[config.mk]
export PLATFORM = sky130hd
export DESIGN_NAME = branch_resolver
export DESIGN_NICKNAME = d
export VERILOG_FILES = /design/src/rtl/branch_resolver_pkg.sv /design/src/rtl/branch_resolver_cmp.sv /design/src/rtl/branch_resolver.sv
export SDC_FILE = /design/constraint.sdc
export NUM_CORES = 1
export LEC_CHECK = 0
export ABC_AREA = 1
export ABC_CLOCK_PERIOD_IN_PS = 2350
export CAP_MARGIN = 25
export CORE_UTILIZATION = 30
export DETAILED_ROUTE_END_ITERATION = 10
export GPL_ROUTABILITY_DRIVEN = 1
export PLACE_DENSITY = 0.62
export SYNTH_ARGS = -nofsm -noshare
export SYNTH_HDL_FRONTEND = slang
export SYNTH_SLANG_ARGS = --single-unit
[constraint.sdc]
create_clock -name clk -period 2.35 [get_ports clk]
set_input_delay 0.47 -clock clk [delete_from_list [all_inputs] [get_ports clk]]
set_output_delay 0.47 -clock clk [all_outputs]
set_load 0.01 [all_outputs]
[src/rtl/branch_resolver_pkg.sv]
// Shared encodings for the branch resolver: condition codes, op kinds and FSM states.
package branch_resolver_pkg;

   // Condition codes follow the RISC-V funct3 layout so decode can pass them through.
   localparam logic [2:0] FuncBeq  = 3'd0;
   localparam logic [2:0] FuncBne  = 3'd1;
   localparam logic [2:0] FuncSlt  = 3'd2;
   localparam logic [2:0] FuncSltu = 3'd3;
   localparam logic [2:0] FuncBlt  = 3'd4;
   localparam logic [2:0] FuncBge  = 3'd5;
   localparam logic [2:0] FuncBltu = 3'd6;
   localparam logic [2:0] FuncBgeu = 3'd7;

   localparam logic [1:0] KindNone = 2'd0;
   localparam logic [1:0] KindBr   = 2'd1;
   localparam logic [1:0] KindJal  = 2'd2;
   localparam logic [1:0] KindJalr = 2'd3;

   typedef enum logic [0:0] {
      StRun   = 1'b0,
      StRedir = 1'b1
   } br_state_e;

endpackage

[src/rtl/branch_resolver_cmp.sv]
// Condition evaluator: equality, signed and unsigned less-than, and their complements.
module branch_resolver_cmp
   import branch_resolver_pkg::*;
#(
   parameter int unsigned Width = 32
) (
   input  logic [2:0]       func_i,
   input  logic [Width-1:0] a_i,
   input  logic [Width-1:0] b_i,
   output logic             comp_o
);

   logic eq, lt, ltu;

   assign eq  = (a_i == b_i);
   assign lt  = ($signed(a_i) < $signed(b_i));
   assign ltu = (a_i < b_i);

   always_comb begin
      comp_o = 1'b0;
      unique case (func_i)
         FuncBeq:  comp_o = eq;
         FuncBne:  comp_o = ~eq;
         FuncBlt:  comp_o = lt;
         FuncBge:  comp_o = ~lt;
         FuncBltu: comp_o = ltu;
         FuncBgeu: comp_o = ~ltu;
         FuncSlt:  comp_o = lt;
         FuncSltu: comp_o = ltu;
         default:  comp_o = 1'b0;
      endcase
   end

endmodule

[src/rtl/branch_resolver.sv]
// Execute-stage branch resolver: registers one op per cycle, checks the fetch prediction
// and holds a redirect to fetch until it is accepted.
module branch_resolver
   import branch_resolver_pkg::*;
#(
   parameter int unsigned WIDTH     = 32,
   parameter int unsigned CNT_WIDTH = 16
) (
   input  logic                 clk,
   input  logic                 rst_n,
   input  logic                 in_valid,
   output logic                 in_ready,
   input  logic [2:0]           in_func,
   input  logic [1:0]           in_kind,
   input  logic [WIDTH-1:0]     in_pc,
   input  logic [WIDTH-1:0]     in_rs1,
   input  logic [WIDTH-1:0]     in_rs2,
   input  logic [WIDTH-1:0]     in_imm,
   input  logic                 in_pred_taken,
   input  logic [WIDTH-1:0]     in_pred_pc,
   output logic                 out_valid,
   output logic                 out_taken,
   output logic [WIDTH-1:0]     out_link,
   output logic                 redirect_valid,
   input  logic                 redirect_ready,
   output logic [WIDTH-1:0]     redirect_pc,
   output logic [CNT_WIDTH-1:0] mispredict_cnt
);

   br_state_e            state_q, state_d;
   logic                 out_valid_q, out_taken_q;
   logic [WIDTH-1:0]     out_link_q, redirect_pc_q;
   logic [CNT_WIDTH-1:0] cnt_q, cnt_d;

   logic             comp, accept, taken, mispredict, res_taken;
   logic [WIDTH-1:0] pc_plus4, br_target, jalr_sum, target, next_pc, res_link;

   branch_resolver_cmp #(
      .Width (WIDTH)
   ) u_cmp (
      .func_i (in_func),
      .a_i    (in_rs1),
      .b_i    (in_rs2),
      .comp_o (comp)
   );

   assign in_ready = (state_q == StRun);
   assign accept   = in_valid & in_ready;

   assign pc_plus4  = in_pc + WIDTH'(4);
   assign br_target = in_pc + in_imm;
   assign jalr_sum  = in_rs1 + in_imm;

   always_comb begin
      taken     = 1'b0;
      target    = br_target;
      res_taken = 1'b0;
      res_link  = pc_plus4;
      unique case (in_kind)
         KindNone: begin
            // Compare ops report their result bit but never redirect as "taken".
            res_taken = comp;
            res_link  = {{(WIDTH-1){1'b0}}, comp};
         end
         KindBr: begin
            taken     = comp;
            res_taken = comp;
         end
         KindJal: begin
            taken     = 1'b1;
            res_taken = 1'b1;
         end
         KindJalr: begin
            taken     = 1'b1;
            target    = {jalr_sum[WIDTH-1:1], 1'b0};
            res_taken = 1'b1;
         end
         default: ;
      endcase
   end

   assign next_pc    = taken ? target : pc_plus4;
   assign mispredict = (in_pred_taken != taken) | (taken & (in_pred_pc != target));

   always_comb begin
      state_d = state_q;
      cnt_d   = cnt_q;
      unique case (state_q)
         StRun: begin
            if (accept && mispredict) begin
               state_d = StRedir;
               cnt_d   = (&cnt_q) ? cnt_q : cnt_q + CNT_WIDTH'(1);
            end
         end
         StRedir: begin
            if (redirect_ready) state_d = StRun;
         end
         default: state_d = StRun;
      endcase
   end

   always_ff @(posedge clk or negedge rst_n) begin
      if (!rst_n) begin
         state_q       <= StRun;
         out_valid_q   <= 1'b0;
         out_taken_q   <= 1'b0;
         out_link_q    <= '0;
         redirect_pc_q <= '0;
         cnt_q         <= '0;
      end else begin
         state_q     <= state_d;
         cnt_q       <= cnt_d;
         out_valid_q <= accept;
         if (accept) begin
            out_taken_q <= res_taken;
            out_link_q  <= res_link;
            if (mispredict) redirect_pc_q <= next_pc;
         end
      end
   end

   assign out_valid      = out_valid_q;
   assign out_taken      = out_taken_q;
   assign out_link       = out_link_q;
   assign redirect_valid = (state_q == StRedir);
   assign redirect_pc    = redirect_pc_q;
   assign mispredict_cnt = cnt_q;

endmodule

==> impl_summary.md, run 1 <==
Synthesis
The cell type with the largest total area after synthesis is sky130_fd_sc_hd__nand2_1. The post-synthesis cell area is 11500 µm². Synthesis produced a netlist with a net count of 2269. After Yosys synthesis, and, or, nand and nor cells account for 45.9% of the synthesized area. The synthesized design contains 0 enable-type register cells. For this run, asynchronously set or reset flops after synthesis account for 100%. The count of different cell masters after synthesis is 42. During synthesis, Yosys emitted a total of 0 warnings. In the post-synthesis netlist, the biggest area contributors are sky130_fd_sc_hd__nand2_1 24%, sky130_fd_sc_hd__dfrtp_1 18%, sky130_fd_sc_hd__inv_1 11%, sky130_fd_sc_hd__ha_1 10%, sky130_fd_sc_hd__nand3_1 8.6%. The synthesized netlist devotes 10.7% of its cell area to adder and majority cells.

The share of the yosys chip area belonging to registers is 18.1%. After synthesis, the largest family of logic cells by area is simple AND/OR/NAND/NOR gates. Sorting the synthesized cells by how often they occur yields 730 x sky130_fd_sc_hd__nand2_1, 334 x sky130_fd_sc_hd__inv_1, 198 x sky130_fd_sc_hd__nand3_1, 116 x sky130_fd_sc_hd__nor2_1, 100 x sky130_fd_sc_hd__o21ai_0. The most used flip-flop cell after synthesis is sky130_fd_sc_hd__dfrtp_1.

Summing the areas of all xor and xnor instances in the mapped netlist gives 2.98% of the synthesized area. After synthesis, the largest area contributor takes up 23.9% of total cell area. The average instance area after synthesis is 5.73 µm². Measured against the total synthesized area, the mux share comes to 0%. Summing the areas of all compound-gate instances in the mapped netlist gives 9.54% of the synthesized area. The flop and latch count out of synthesis is 83. Synthesis handed over a netlist of 2002 instances. The leading cell type by number of instances after synthesis is sky130_fd_sc_hd__nand2_1.

Drt
In this run, the number of DRC markers left after iteration 0 of detailed routing was 686. Using the TritonRoute via totals, the vias-per-cell ratio works out to 4.75. The pre-antenna-repair detailed-routing pass consisted of 5 iterations. The final antenna-violating net count is 0.

The overall routed net length is 52.6 mm. Detailed routing inserted a total of 15092 vias. The average wire per cell in the routed design is 16.6 µm. After detailed routing, the number of remaining DRC violations is 0.

Floorplanning
The cell row count is 71. The overall die width is 198 µm. The die is 198 µm tall. The core region is 37700 µm². The starting density of the core is 30.5%.

254 I/O pins were placed. The die covers 39100 µm².

Final layout
The fraction of final layout cells with drive strength greater than 1 is 35.1%. The design area is 20400 µm². The final standard cell utilization of the core is 54.2%. The area added between synthesis and finish is 77.8%.

The filler cell count in the final layout is 3742. The number of non-filler instances in the completed layout is 3174. The count of inserted antenna diode cells is 0. The layout net count is 2926.

Status
The run finished, with violations left. The final reports fail on negative setup slack.

Timing
Setup violations remaining at the end of the flow were counted as 49. Setup repair after global routing could not meet its margin everywhere. Setup total negative slack on the finished layout was measured at -31.48 ns. The number of slew-limit violations in the final report is 0.

The worst-case setup margin in the final layout is -0.671 ns. The final number of hold-violating endpoints came to 0. The shortest clock period the worst path allows after layout is 3.02 ns. The headroom to the max-slew limit is 50.5%. In the finished design, the share of the clock period the worst path needs comes to 129%. Timing would allow up to 331 MHz.

The transition time at the pin with the least slew margin is 0.733 ns. The worst clock skew is 0.00792 ns.

Worst setup path
The worst register-to-register path begins at mispredict_cnt[1]. The worst endpoint data arrival time is 3.30 ns. The worst setup path is launched from a primary input. The maximum net fanout on the critical path is 8. The depth of the worst register-to-register path is 9. The worst setup path is captured at a flop. The startpoint of the most critical setup path is in_rs1[10]. The start-to-end type of the worst setup path is primary input to flop. STA puts the critical path data required time at 2.63 ns.

GRT
The wire length of the first global-routing pass is 79.9 mm. The initial antenna violation count is 0. Entering global routing, the biggest net connects 72 pins. For this run, global-route usage on met3 was measured as 0.973%.

Global routing used 26.5% of the available tracks. The global-route met1 utilization is 33.2%. The peak-usage layer in the global routing report is met2.

The number of global-route vias before repair is 15005. The leftover overflow at the end of global routing is 0. For met2 alone, demand over resource in global routing was 48.0%.

Clock tree
The number of sinks handled by clock tree synthesis is 83. In this run the number of H-tree levels came out at 3. Buffers inserted during clock tree synthesis total 9. The clock root buffer is sky130_fd_sc_hd__clkbuf_16.

The clock latency on the worst-skew pair is 0.35 ns. Clock-pin slew was measured on the worst setup and hold paths at 0.06 ns. The CTS tree is yes. The maximum buffer depth of the clock tree is 2.

Placement
The standard cell area after detailed placement is 17400 µm². Routability-driven placement finished with a final weighted congestion of 0.959. Detailed placement ended at an HPWL of 43.6 mm.

The number of placed instances with taps included is 3103. The number of port buffers is 253.

Power and ir drop
Power spread over the standard cell area amounts to 429 nW/µm². The leakage power is 10.4 nW. The power consumption is 8.76 mW. The worst IR drop on VDD is 0.297 mV.

Hold path
The worst hold path was traced through 3 stages. The startpoint of the lowest-slack hold path is in_pc[2]. The path class of the tightest hold or removal check is primary input to flop.

Job
The max capacitance violation total is 0.
==> routing by layer <==
metal	up-vias	part of all wire, %	wire [µm]
met5	-	0	0
met4	0	3.4	1810
met3	79	3.3	1740
met2	365	50	26100
met1	6954	44	23000
li1	7694	-	-
==> path summary, 6_finish.rpt <==
| path | slack, ns | to |
|---|---|---|
| worst max register to register | 0.12 | mispredict_cnt[13] |
| max in group asynchronous | 1.20 | mispredict_cnt[12] |
| min in group asynchronous | 0.52 | out_link[3] |
| worst min register to register | 0.49 | redirect_pc[31] |
| worst max-delay path | -0.67 | mispredict_cnt[12] |
| worst min-delay path | 0.46 | out_link[2] |
==> final cells by class <==
class	count	area, µm²	share of cell area [%]
Multi-Input combinational cell	1545	10200	49.7
Sequential cell	83	2080	10.2
Clock buffer	12	246	1.21
Timing Repair Buffer	679	5980	29.3
Tap cell	511	639	3.13
Inverter	341	1290	6.31
Clock inverter	3	23.8	0.116
==> where the power goes <==
| group | internal [mW] | total (mW) | switching (mW) |
|---|---|---|---|
| clock network | 0.743 | 1.31 | 0.570 |
| logic | 2.67 | 5.40 | 2.72 |
| registers | 1.74 | 2.05 | 0.307 |
| total | 5.16 | 8.76 | 3.60 |
==> critical path, cell delays in order <==
cell	delay (ns)
sky130_fd_sc_hd__dlygate4sd2_1	0.28
sky130_fd_sc_hd__ha_4	0.26
sky130_fd_sc_hd__nand2_4	0.10
sky130_fd_sc_hd__inv_1	0.08
sky130_fd_sc_hd__a21oi_4	0.23
sky130_fd_sc_hd__buf_4	0.15
sky130_fd_sc_hd__nand3_2	0.14
sky130_fd_sc_hd__nand2_2	0.10
sky130_fd_sc_hd__nand3_1	0.08
sky130_fd_sc_hd__nand3_2	0.15
sky130_fd_sc_hd__nand2_1	0.11
sky130_fd_sc_hd__nand2_1	0.07
sky130_fd_sc_hd__nand3_1	0.07
sky130_fd_sc_hd__nor2_1	0.12
sky130_fd_sc_hd__nand2_2	0.08
sky130_fd_sc_hd__nor2_4	0.12
sky130_fd_sc_hd__nand3_4	0.13
sky130_fd_sc_hd__buf_12	0.16
sky130_fd_sc_hd__buf_12	0.12
sky130_fd_sc_hd__nand3_4	0.13
sky130_fd_sc_hd__nand2_1	0.07
sky130_fd_sc_hd__nand2_1	0.06
==> logic make-up after synthesis <==
group | count (synthesis)
compound gates | 198
xor+xnor | 39
fa+ha+maj | 97
buf+inv | 375
flops | 83
simple gates | 1210
==> state kept, by name (all words and copies together), names as in the netlist <==
register	flops
out_link	32
redirect_pc	32
mispredict_cnt	16
out_taken	1
out_valid	1
redirect_valid	1
==> repair_timing <==
item	in CTS	in global routing
setup endpoints to repair	65	61
gates cloned	5	4
buffers inserted	34	14
resized for setup	544	230
hold buffers	1	0
pin swaps	121	87
endpoints found under the hold margin	12	0
==> stage by stage <==
step                setup WS [ns]  hold WS (ns)
floorplan                  -0.382         0.174
global placement            -1.54         0.332
detailed placement          -1.55         0.332
CTS                        -0.627         0.484
global route               -0.874         0.475
finish                     -0.671         0.459
==> cell usage in the layout, fill, tap and decap left out, types with 20 or more instances in the layout <==
cell	count
sky130_fd_sc_hd__nand2_1	599
sky130_fd_sc_hd__buf_4	387
sky130_fd_sc_hd__inv_1	310
sky130_fd_sc_hd__nand3_1	142
sky130_fd_sc_hd__clkdlybuf4s50_1	135
sky130_fd_sc_hd__nand2_2	112
sky130_fd_sc_hd__o21ai_0	93
sky130_fd_sc_hd__dfrtp_1	83
sky130_fd_sc_hd__nor2_1	76
sky130_fd_sc_hd__ha_4	75
sky130_fd_sc_hd__nand4_1	57
sky130_fd_sc_hd__dlygate4sd2_1	54
sky130_fd_sc_hd__nand3_2	53
sky130_fd_sc_hd__nor2_2	35
sky130_fd_sc_hd__nand2_4	34
sky130_fd_sc_hd__a21oi_1	30
sky130_fd_sc_hd__a21oi_2	30
sky130_fd_sc_hd__inv_2	27
sky130_fd_sc_hd__xor2_1	25
sky130_fd_sc_hd__buf_6	23
sky130_fd_sc_hd__o21ai_2	22
sky130_fd_sc_hd__clkdlybuf4s15_2	22
sky130_fd_sc_hd__nand3b_1	21
sky130_fd_sc_hd__ha_1	20
Power figures use the tool's default switching activity.
==> inputs of run 2 (changes only) <==
- RECOVER_POWER: not set -> 100
- REMOVE_ABC_BUFFERS: not set -> 1
- SKIP_LAST_GASP: not set -> 1
==> run 2 against run 1 <==
Net effect: the flow still finishes with violations (negative setup slack); sequential share of layout area is 0.16 points lower; sequential power is 2% lower; first-iteration DRC count is 6.4% higher; maximum frequency is 3.1% higher; final area is 1.6% higher; critical endpoint is now redirect_pc[28].
==> impl_summary.md, run 2 (same netlist as run 1, synthesis figures left out) <==
Power and ir drop
The combinational fraction of design power is 60.8% (was 61.6%). The share of power burned in registers is 22.7% (was 23.4%). The switching power share of the total is 41.9% (was 41.1%).

The worst IR drop on VDD came to 0.326 mV (was 0.297 mV). The clock network fraction of total power is 16.5% (was 15.0%). The net load switching power is 3.68 mW (was 3.60 mW).

The power per cell area was 424 nW/µm² (was 429 nW/µm²). The leakage power is 10.7 nW (was 10.4 nW). The internal power is 5.11 mW (was 5.16 mW).

Clock tree
The CTS tree is yes (unchanged). The H-tree depth reported by CTS came to 3 (unchanged). The clock-pin slew on the worst setup and hold paths came to 0.06 ns (about the same).

The clock buffer count from CTS is 9 (unchanged). The clock root buffer was sky130_fd_sc_hd__clkbuf_16 (unchanged). The number of sinks handled by clock tree synthesis is 83 (unchanged). The clock latency on the worst-skew pair was 0.35 ns (about the same). The hold buffer count at cts was 0 (was 1). The maximum buffer depth of the clock tree is 2 (unchanged).

GRT
The largest net degree at the start of global routing is 63 (was 72). The number of global-route vias before repair is 15178 (was 15005). The wire length of the first global-routing pass is 80.5 mm (was 79.9 mm).

The leftover overflow at the end of global routing is 0 (unchanged). The overall global routing resource usage is 26.7% (was 26.5%). The initial antenna violation count is 0 (unchanged).

Placement
The number of port buffers is 253 (unchanged). The minimum setup slack after placement is -1.54 ns (was -1.55 ns). The standard cell area after detailed placement came to 17200 µm² (was 17400 µm²).

The placer congestion estimate is 0.926 (was 0.959). The total half-perimeter wirelength after legalization and detailed placement was 43.3 mm (was 43.6 mm).

Final layout
The most common cell after layout, fill and taps aside is sky130_fd_sc_hd__nand2_1 (unchanged). The design area is 20700 µm² (was 20400 µm²). The area added between synthesis and finish is 80.6% (was 77.8%). The fraction of final layout cells with drive strength greater than 1 is 40.2% (was 35.1%).

The count of inserted antenna diode cells is 0 (unchanged). The layout net count was 2922 (was 2926). Highest-count cells in the layout ignoring fill and taps: 562 x sky130_fd_sc_hd__nand2_1, 379 x sky130_fd_sc_hd__buf_4, 297 x sky130_fd_sc_hd__inv_1 (was 599 x sky130_fd_sc_hd__nand2_1, 387 x sky130_fd_sc_hd__buf_4, 310 x sky130_fd_sc_hd__inv_1).

Job
The max capacitance violation total is 0 (unchanged).

Worst setup path
The maximum net fanout on the critical path is 7 (was 8). The number of buffers and inverters on the critical path is 6 (was 5). The kind of start point of the critical path is a primary input (unchanged). The minimum setup slack among reg-to-reg paths was 0.24 ns (was 0.12 ns). The worst endpoint data arrival time is 3.21 ns (was 3.30 ns). The critical-path cell with the highest stage delay is sky130_fd_sc_hd__ha_4 (was sky130_fd_sc_hd__dlygate4sd2_1).

The start-to-end type of the worst setup path was primary input to flop (unchanged). The worst reg2reg path startpoint is redirect_valid (was mispredict_cnt[1]). The depth of the worst register-to-register path is 5 (was 9). The delay of the slowest cell on the worst path is 0.31 ns (was 0.28 ns).

The terminus of the critical flop-to-flop path was out_link[10] (was mispredict_cnt[13]). The type of element capturing the critical path is a flop (unchanged). The number of cells on the critical path is 23 (was 22). The kind of cell with the highest combined delay on the critical path is simple AND/OR/NAND/NOR gates (unchanged).

Worst path cell trace: buf_2 > ha_4 > nand2_4 > buf_4 > nand2_1 > nand2_2 > nand2_1 > nand2_2 > buf_4 > nand4_1 > nand3_2 > nand3_1 > nand2_2 > nor2_4 > buf_4 > nand4_1 > nor2_2 > nand3_4 > buf_12 > nand2_8 > clkbuf_16 > nand2_4 > nand2_1 (was dlygate4sd2_1 > ha_4 > nand2_4 > inv_1 > a21oi_4 > buf_4 > nand3_2 > nand2_2 > nand3_1 > nand3_2 > nand2_1 > nand2_1 > nand3_1 > nor2_1 > nand2_2 > nor2_4 > nand3_4 > buf_12 > buf_12 > nand3_4 > nand2_1 > nand2_1). The required time of the worst setup path is 2.63 ns (about the same).

Hold path
The path class of the lowest-slack min-delay path is primary input to asynchronous set/reset pin (was primary input to flop).

Drt
The average wire per cell in the routed design is 16.8 µm (was 16.6 µm). The via density per instance was 4.81 (was 4.75). The overall routed net length is 53.2 mm (was 52.6 mm). The detailed-routing iteration count for the pre-antenna-repair pass was 5 (unchanged).

The via count of the routed design came to 15248 (was 15092). The post-route DRC violation count is 0 (unchanged). The detailed router's first-iteration violation count is 730 (was 686). The final antenna-violating net count is 0 (unchanged).

Timing
The final cycle utilization of the critical path is 125% (was 129%). The timing-limited maximum frequency is 341 MHz (was 331 MHz). The worst clock skew is 0.00848 ns (was 0.00792 ns). The final number of hold-violating endpoints is 0 (unchanged).

The final setup violation count is 49 (unchanged). The headroom to the max-slew limit is 18.7% (was 50.5%). The worst-case setup margin in the final layout was -0.580 ns (was -0.671 ns). The transition time at the pin with the least slew margin came to 1.22 ns (was 0.733 ns).

The number of slew-limit violations in the final report is 0 (unchanged). The shortest clock period the worst path allows after layout is 2.93 ns (was 3.02 ns). Unrepaired setup endpoints after global routing: yes (unchanged).

Floorplanning
The y dimension of the die is 198 µm (unchanged). The area of the core is 37700 µm² (unchanged). The die area was 39100 µm² (unchanged). The overall die width was 198 µm (unchanged). The starting density of the core was 30.5% (unchanged).

The cell row count is 71 (unchanged). The number of top-level design ports is 254 (unchanged).

Status
Result of the run: finished with violations (unchanged). Violations in the final reports: negative setup slack (unchanged).
==> run 2: changes by cell type in the layout (fill, tap and decap cells not counted), sizes merged, moves of 2 or more <==
| cell | delta |
|---|---|
| buf | +30 |
| dlygate4sd2 | -28 |
| inv | +2 |
| dlygate4sd3 | +81 |
| clkdlybuf4s50 | -91 |
| clkbuf | +8 |
| clkdlybuf4s15 | -8 |
==> run 2: metrics by stage <==
step           power [mW]  cells  hold slack, ns  utilization (%)  setup TNS [ns]
2_1_floorplan        3.96   1968           0.174                -          -69.74
3_3_place_gp         6.43   3091           0.384             45.8          -83.97
3_5_place_dp         6.49   3091           0.387             45.8          -85.42
4_1_cts              8.59   3144          0.0190             52.8          -23.48
5_1_grt              9.40   3171           0.481             55.0          -32.67
6_report             8.79   3171           0.365             55.0          -25.29
==> run 2: worst max path at each step <==
stage,from,end
5_1_grt,in_rs1[6],redirect_pc[29]
6_report,in_imm[3],redirect_pc[28]
2_1_floorplan,in_kind[0],redirect_pc[10]
3_5_place_dp,in_imm[0],mispredict_cnt[3]
4_1_cts,in_imm[0],redirect_pc[29]
3_3_place_gp,in_pc[21],mispredict_cnt[14]
==> run 2: repair_timing <==
action | 4_1_cts | 5_1_grt
cloned | 3 | 2
setup endpoints to repair | 68 | 59
resized for setup | 792 | 259
pin swaps | 168 | 137
setup buffers | 34 | 25
==> run 2: area by class of cell <==
cell class | count | area, µm²
clock buffers | 9 | 225
clock inverters | 7 | 76.3
fillers | 3638 | 16900
inverters | 341 | 1280
multi-input cells | 1546 | 10800
flip-flops and latches | 83 | 2080
well taps | 511 | 639
repair buffers | 674 | 5640
==> run 2: routing by layer <==
| metal | wire length, µm | GRT usage (%) | up-vias | part of all wire [%] |
|---|---|---|---|---|
| met3 | 1880 | 1.62 | 106 | 3.5 |
| met2 | 25300 | 46.5 | 417 | 48 |
| li1 | - | - | 7715 | - |
| met4 | 2330 | 11.3 | 0 | 4.4 |
| met5 | 0 | 0 | - | 0 |
| met1 | 23700 | 34.0 | 7010 | 44 |
==> run 2: power by group through the flow <==
stage | Combinational, mW | Sequential [mW] | Clock (mW)
global placement | 4.40 | 2.03 | 0
CTS | 5.11 | 2.00 | 1.48
floorplan | 1.85 | 2.11 | 0
global route | 5.83 | 2.04 | 1.53
detailed placement | 4.46 | 2.03 | 0
finish | 5.34 | 2.00 | 1.45
